==> src/rtl/axis_oled_text_writer.sv <==
// Purpose: AXI4-Stream ASCII sink that builds four 16-char OLED rows in a shadow buffer and commits them atomically on tlast.
// Latency: tlast beat accepted at edge N -> str1..str4 and frame_done visible after edge N+1 (after edge N+5 for FF+tlast).
// Backpressure: tready is a registered copy of "next state is RECV", so it drops for the COMMIT/CLEAR cycles; optional macro OLED_TXT_AUTOCLEAR_EN blanks the shadow after every commit.
module axis_oled_text_writer #(
  parameter int         ROW_CHARS = 16,
  parameter logic [7:0] FILL_CHAR = 8'h20
) (
  input  logic         clk,
  input  logic         rst,
  input  logic [7:0]   s_axis_tdata,
  input  logic         s_axis_tvalid,
  input  logic         s_axis_tlast,
  output logic         s_axis_tready,
  output logic [127:0] str1,
  output logic [127:0] str2,
  output logic [127:0] str3,
  output logic [127:0] str4,
  output logic [1:0]   cursor_row,
  output logic [3:0]   cursor_col,
  output logic         frame_done,
  output logic         overflow
);

  localparam logic [3:0]   LAST_COL  = 4'(ROW_CHARS - 1);
  localparam logic [1:0]   LAST_ROW  = 2'd3;
  localparam logic [127:0] BLANK_ROW = {ROW_CHARS{FILL_CHAR}};

  localparam logic [7:0] CH_LF = 8'h0A;
  localparam logic [7:0] CH_CR = 8'h0D;
  localparam logic [7:0] CH_BS = 8'h08;
  localparam logic [7:0] CH_FF = 8'h0C;

  typedef enum logic [1:0] {
    ST_RECV   = 2'd0,
    ST_CLEAR  = 2'd1,
    ST_COMMIT = 2'd2
  } state_e;

  state_e              state_q, state_d;
  logic [3:0][127:0]   shadow_q, shadow_d;
  logic [3:0][127:0]   str_q, str_d;
  logic [1:0]          row_q, row_d;
  logic [3:0]          col_q, col_d;
  logic [1:0]          clr_row_q, clr_row_d;
  logic                full_q, full_d;
  logic                ovf_q, ovf_d;
  logic                pend_q, pend_d;
  logic                frame_done_q, frame_done_d;
  logic                tready_q;

  logic                beat;
  logic                printable;
  logic [6:0]          wr_lsb;

  assign beat      = s_axis_tvalid && tready_q;
  assign printable = (s_axis_tdata >= 8'h20) && (s_axis_tdata <= 8'h7E);
  // Column 0 lives in the top byte, so the byte offset is (15 - col) = ~col.
  assign wr_lsb    = {~col_q, 3'b000};

  // Next-state, shadow writes, cursor movement and commit in one decode.
  always_comb begin
    state_d      = state_q;
    shadow_d     = shadow_q;
    str_d        = str_q;
    row_d        = row_q;
    col_d        = col_q;
    clr_row_d    = clr_row_q;
    full_d       = full_q;
    ovf_d        = ovf_q;
    pend_d       = pend_q;
    frame_done_d = 1'b0;

    case (state_q)
      ST_RECV: begin
        if (beat) begin
          if (printable) begin
            if (full_q) begin
              ovf_d = 1'b1;
            end else begin
              shadow_d[row_q][wr_lsb +: 8] = s_axis_tdata;
              if (col_q != LAST_COL) begin
                col_d = col_q + 4'd1;
              end else if (row_q != LAST_ROW) begin
                col_d = 4'd0;
                row_d = row_q + 2'd1;
              end else begin
                // Last cell written: park the cursor and refuse further text.
                full_d = 1'b1;
              end
            end
          end else begin
            case (s_axis_tdata)
              CH_LF: begin
                col_d = 4'd0;
                if (row_q != LAST_ROW) row_d = row_q + 2'd1;
                else                   full_d = 1'b1;
              end
              CH_CR: col_d = 4'd0;
              CH_BS: begin
                if (col_q != 4'd0) col_d = col_q - 4'd1;
                full_d = 1'b0;
              end
              default: ;
            endcase
          end

          // A form feed wins over tlast; the commit is deferred until the clear finishes.
          if (s_axis_tdata == CH_FF) begin
            state_d   = ST_CLEAR;
            clr_row_d = 2'd0;
            pend_d    = s_axis_tlast;
          end else if (s_axis_tlast) begin
            state_d = ST_COMMIT;
          end
        end
      end

      ST_CLEAR: begin
        shadow_d[clr_row_q] = BLANK_ROW;
        clr_row_d           = clr_row_q + 2'd1;
        row_d               = 2'd0;
        col_d               = 4'd0;
        full_d              = 1'b0;
        if (clr_row_q == LAST_ROW) begin
          state_d = pend_q ? ST_COMMIT : ST_RECV;
          pend_d  = 1'b0;
        end
      end

      ST_COMMIT: begin
        str_d        = shadow_q;
        frame_done_d = 1'b1;
        row_d        = 2'd0;
        col_d        = 4'd0;
        full_d       = 1'b0;
        ovf_d        = 1'b0;
`ifdef OLED_TXT_AUTOCLEAR_EN
        state_d      = ST_CLEAR;
        clr_row_d    = 2'd0;
`else
        state_d      = ST_RECV;
`endif
      end

      default: state_d = ST_RECV;
    endcase
  end

  // State, buffers and flags; tready follows the next state so it never depends on tvalid.
  always_ff @(posedge clk or posedge rst) begin
    if (rst) begin
      state_q      <= ST_RECV;
      shadow_q     <= {4{BLANK_ROW}};
      str_q        <= {4{BLANK_ROW}};
      row_q        <= 2'd0;
      col_q        <= 4'd0;
      clr_row_q    <= 2'd0;
      full_q       <= 1'b0;
      ovf_q        <= 1'b0;
      pend_q       <= 1'b0;
      frame_done_q <= 1'b0;
      tready_q     <= 1'b0;
    end else begin
      state_q      <= state_d;
      shadow_q     <= shadow_d;
      str_q        <= str_d;
      row_q        <= row_d;
      col_q        <= col_d;
      clr_row_q    <= clr_row_d;
      full_q       <= full_d;
      ovf_q        <= ovf_d;
      pend_q       <= pend_d;
      frame_done_q <= frame_done_d;
      tready_q     <= (state_d == ST_RECV);
    end
  end

  assign s_axis_tready = tready_q;
  assign str1          = str_q[0];
  assign str2          = str_q[1];
  assign str3          = str_q[2];
  assign str4          = str_q[3];
  assign cursor_row    = row_q;
  assign cursor_col    = col_q;
  assign frame_done    = frame_done_q;
  assign overflow      = ovf_q;

endmodule

==> config.mk <==
export PLATFORM = sky130hd
export DESIGN_NAME = axis_oled_text_writer
export DESIGN_NICKNAME = d
export VERILOG_FILES = /design/src/rtl/axis_oled_text_writer.sv
export SDC_FILE = /design/constraint.sdc
export NUM_CORES = 2
export LEC_CHECK = 0
export CELL_PAD_IN_SITES_DETAIL_PLACEMENT = 1
export CELL_PAD_IN_SITES_GLOBAL_PLACEMENT = 1
export CORE_MARGIN = 3
export CORE_UTILIZATION = 40
export CTS_CLUSTER_SIZE = 30
export DETAILED_ROUTE_END_ITERATION = 7
export GPL_ROUTABILITY_DRIVEN = 0
export GPL_TIMING_DRIVEN = 1
export PLACE_DENSITY = 0.76
export SETUP_SLACK_MARGIN = 0.05
export SYNTH_ARGS = -nofsm -noshare
export SYNTH_HDL_FRONTEND = slang
export SYNTH_SLANG_ARGS = --single-unit
export TNS_END_PERCENT = 20
==> constraint.sdc <==
create_clock -name clk -period 58.3 [get_ports clk]
set_input_delay 17.49 -clock clk [delete_from_list [all_inputs] [get_ports clk]]
set_output_delay 17.49 -clock clk [all_outputs]
set_load 0.02 [all_outputs]
==> flow_summary_export.csv <==
group,metric,value,unit
yosys,synth.area.top_cells,"dfrtp_1 (56%), mux2_2 (14%), dfstp_2 (8.3%), o2bb2ai_1 (5.5%), nand2_1 (1.7%)",
yosys,synth-async-reset-ratio,1.00,
power,p_leak,23.1,nW
floorplanning,floorplan.core_area,100000,um2
final_layout,fillCellCount,9853,
routing,drt_drc_violations_left,0,
min_path,hold_end,"shadow_q[437]",
yosys,synth_seq_area_share,0.647,
setup_path,worst-setup-path-type,"in2reg",
yosys,synth_largest_area_cell,"dfrtp_1",
yosys,synth_common_cells,"dfrtp_1 (911), mux2_2 (512), o2bb2ai_1 (254)",
final_layout,area.sequential,26200,um2
global_route,grt_remaining_overflow,0,
global_route,grt_pass1_vias,30000,
power,powerDensity,34.2,nW/um2
routing,route.vias.total,28000,
yosys,number_of_enable_flip_flop_cells_after_synthesis,0,
cts,post_cts.repair.setup_buffers,0,
cts,depth_of_the_cts_h_tree,3,
yosys,postSynthAreaPerCell,13.8,um2
yosys,post_synth_inst_count,2925,
final_layout,final_net_count,3483,
sta,max-slew-margin-rel,0.0808,
floorplanning,die_width,324,um
yosys,synth_seq_cells,1039,
sta,worst-slew-pin-transition,1380,ps
sta,fin_skew,27.4,ps
final_layout,multi_input_area,13400,um2
sta,setup_viol_count_final,0,
job,cap_violations,0,
routing,drt_first_iter_violations,2210,
sta,final_hold_viol_count,0,
sta,final_max_slew_viols,0,
final_layout,areaGrowthSynthToFinish,26.2,%
cts,buffer_depth_of_the_longest_clock_path,3,
global_route,grt_max_degree,166,
global_route,grt_first_pass_wirelength,208000,um
setup_path,critical_path_endpoint_category,"flop",
setup_path,rr_endpoint,"shadow_q[75]",
yosys,yosys.cell_types.count,71,
routing,post_drt_via_cell_ratio,5.78,
sta,finalSetupTns,0,ps
min_path,min_delay_path_depth,2,
min_path,min_path_type,"reg2reg",
yosys,netlist_area_pre_place,40400,um2
setup_path,critPathRequiredTime,58890,ps
routing,route.antenna.remaining_nets,0,
setup_path,r2r_start,"state_q[0]",
cts,cts_inserted_buffers,108,
setup_path,crit_path_start_kind,"primary input",
yosys,ys.warnings.count,0,
yosys,synth_top_area_frac,0.564,
sta,max_clock_freq,0.0470,GHz
setup_path,r2r.worst_path.cells,9,
cts,cts_resized,0,
floorplanning,std_cell_rows,116,
sta,layout_min_cycle_time,21270,ps
global_route,number_of_antenna_violations_at_the_first_check_in_global_routing,3,
setup_path,timing.critical_path.arrival,21860,ps
cts,cts.sinks,1039,
yosys,mappedNetlistNets,2952,
routing,detail_route.first_pass.iterations,5,
cts,hold_buffers,0,
routing,route.final.wire_length,141000,um
global_route,track_usage,0.268,
setup_path,ff2ff_setup_slack,53150,ps
cts,cts_tree,"yes",
cts,clockRootBuffer,"clkbuf_16",
floorplanning,initial_utilization,0.404,
place,portBuffers,532,
yosys,most_instantiated_library_cell_after_synthesis,"dfrtp_1",
floorplanning,ioPinCount,533,
yosys,top_ff_cell_synth,"dfrtp_1",
floorplanning,die_h,324,um
sta,period_share,0.365,
setup_path,critical_path_peak_fanout,71,
setup_path,critPathLaunch,"s_axis_tdata[6]",
routing,routed_length_per_instance,29.2,um
floorplanning,dieArea,105000,um2
power,vdd.ir_drop.worst,0.0000268,V
outcome,outcome,"finished clean",
sta,setup_repair_after_global_routing_missed_its_margin,"no",
place,post_detailed_placement_half_perimeter_wirelength,96700,um
cts,clk-insertion-delay-late,690,ps
cts,clk_pin_slew_worst_paths,60,ps
power,p_total,0.00175,W
final_layout,drive_above_1_share,0.255,
min_path,hold_path_startpoint,"shadow_q[437]",
per-stage QoR:
stage	instance area (um2)	worst slack, ps	utilization	std cells	hold slack (ps)
2_1_floorplan	40400	11780	-	2925	436
3_3_place_gp	47200	36210	0.471	4644	446
3_5_place_dp	47200	36120	0.471	4644	453
4_1_cts	51100	36860	0.510	4844	462
5_1_grt	51100	36350	0.510	4845	472
6_report	51100	37030	0.510	4845	460
power breakdown:
part	leakage, nW	internal (W)	switching [W]	total, W
combinational	7.20	0.0000824	0.000170	0.000252
sequential	14.0	0.000736	0.0000130	0.000749
clock	1.88	0.000444	0.000302	0.000746
critical path: stages:
cell	delay (ps)
clkdlybuf4s50_1	480
buf_4	290
o21bai_1	210
a222oi_1	400
buf_4	480
buf_4	750
and2_1	960
nand3_1	400
o2bb2ai_1	330
final cells by class:
type,count,share of cell area
sequential,1039,0.512
multi-input combinational,1657,0.263
timing repair buffer,587,0.113
clock buffer,150,0.0599
tap,1298,0.0318
clock inverter,50,0.0155
inverter,63,0.00478
antenna,1,0.0000490
kinds of logic (layout without fill, tap and decap cells):
family,after synthesis,count (layout),share of synthesized area
AOI/OAI and AO/OA,644,644,0.120
xor gates and xnor gates,4,4,0.000866
adders and majority gates,15,15,0.00464
buffers and inverters,229,850,0.0226
DFF,1039,1039,0.647
muxes,513,513,0.143
other,0,1,0
and+or+nand+nor,481,481,0.0628
placed cells by master, fill, tap and decap left out, types with 6 or more instances in the layout:
master	n
nor3_1	47
ha_1	13
nand3_1	51
a22o_1	56
a32o_1	11
nand2b_1	13
dfrtp_1	911
nor4_1	6
a21oi_1	51
dfstp_2	128
clkbuf_1	22
a21o_1	8
buf_4	54
o31ai_1	7
and3_1	18
mux2_2	512
a31oi_1	13
inv_1	60
a32oi_1	15
nand4b_1	6
o2bb2ai_1	254
o211ai_1	13
a22oi_1	29
a2bb2oi_1	15
and4_1	6
clkbuf_8	20
nand2_1	178
bufinv_16	17
nand4_1	6
o21ai_0	98
and2_1	72
nor2b_1	10
clkbuf_16	108
clkdlybuf4s50_1	532
o21ai_1	36
nor2_1	35
clkinv_2	15
state kept, by name (all words and copies together), names as in the netlist:
register and cells:
shadow_q 512, str1 128, str2 128, str3 128, str4 128, cursor_col 4, clr_row_q 2, cursor_row 2
state_q 2, frame_done 1, full_q 1, overflow 1, pend_q 1, s_axis_tready 1
metal layers:
metal	track usage	part of all wire	routed length [um]
met4	0.127	0.051	7180
met5	0	0	0
met2	0.435	0.48	67600
met1	0.334	0.40	56600
met3	0.0714	0.072	10100
how the worst max path moves through the flow:
stage                   endpoint  slack, ps  cells after the start
floorplan           clr_row_q[0]      11780                      1
global placement        str3[68]      36210                      6
detailed placement      str3[70]      36120                      6
CTS                     str3[70]      36860                      6
global route            str3[70]      36350                      6
finish              shadow_q[75]      37030                      9
Power figures use the tool's default switching activity.
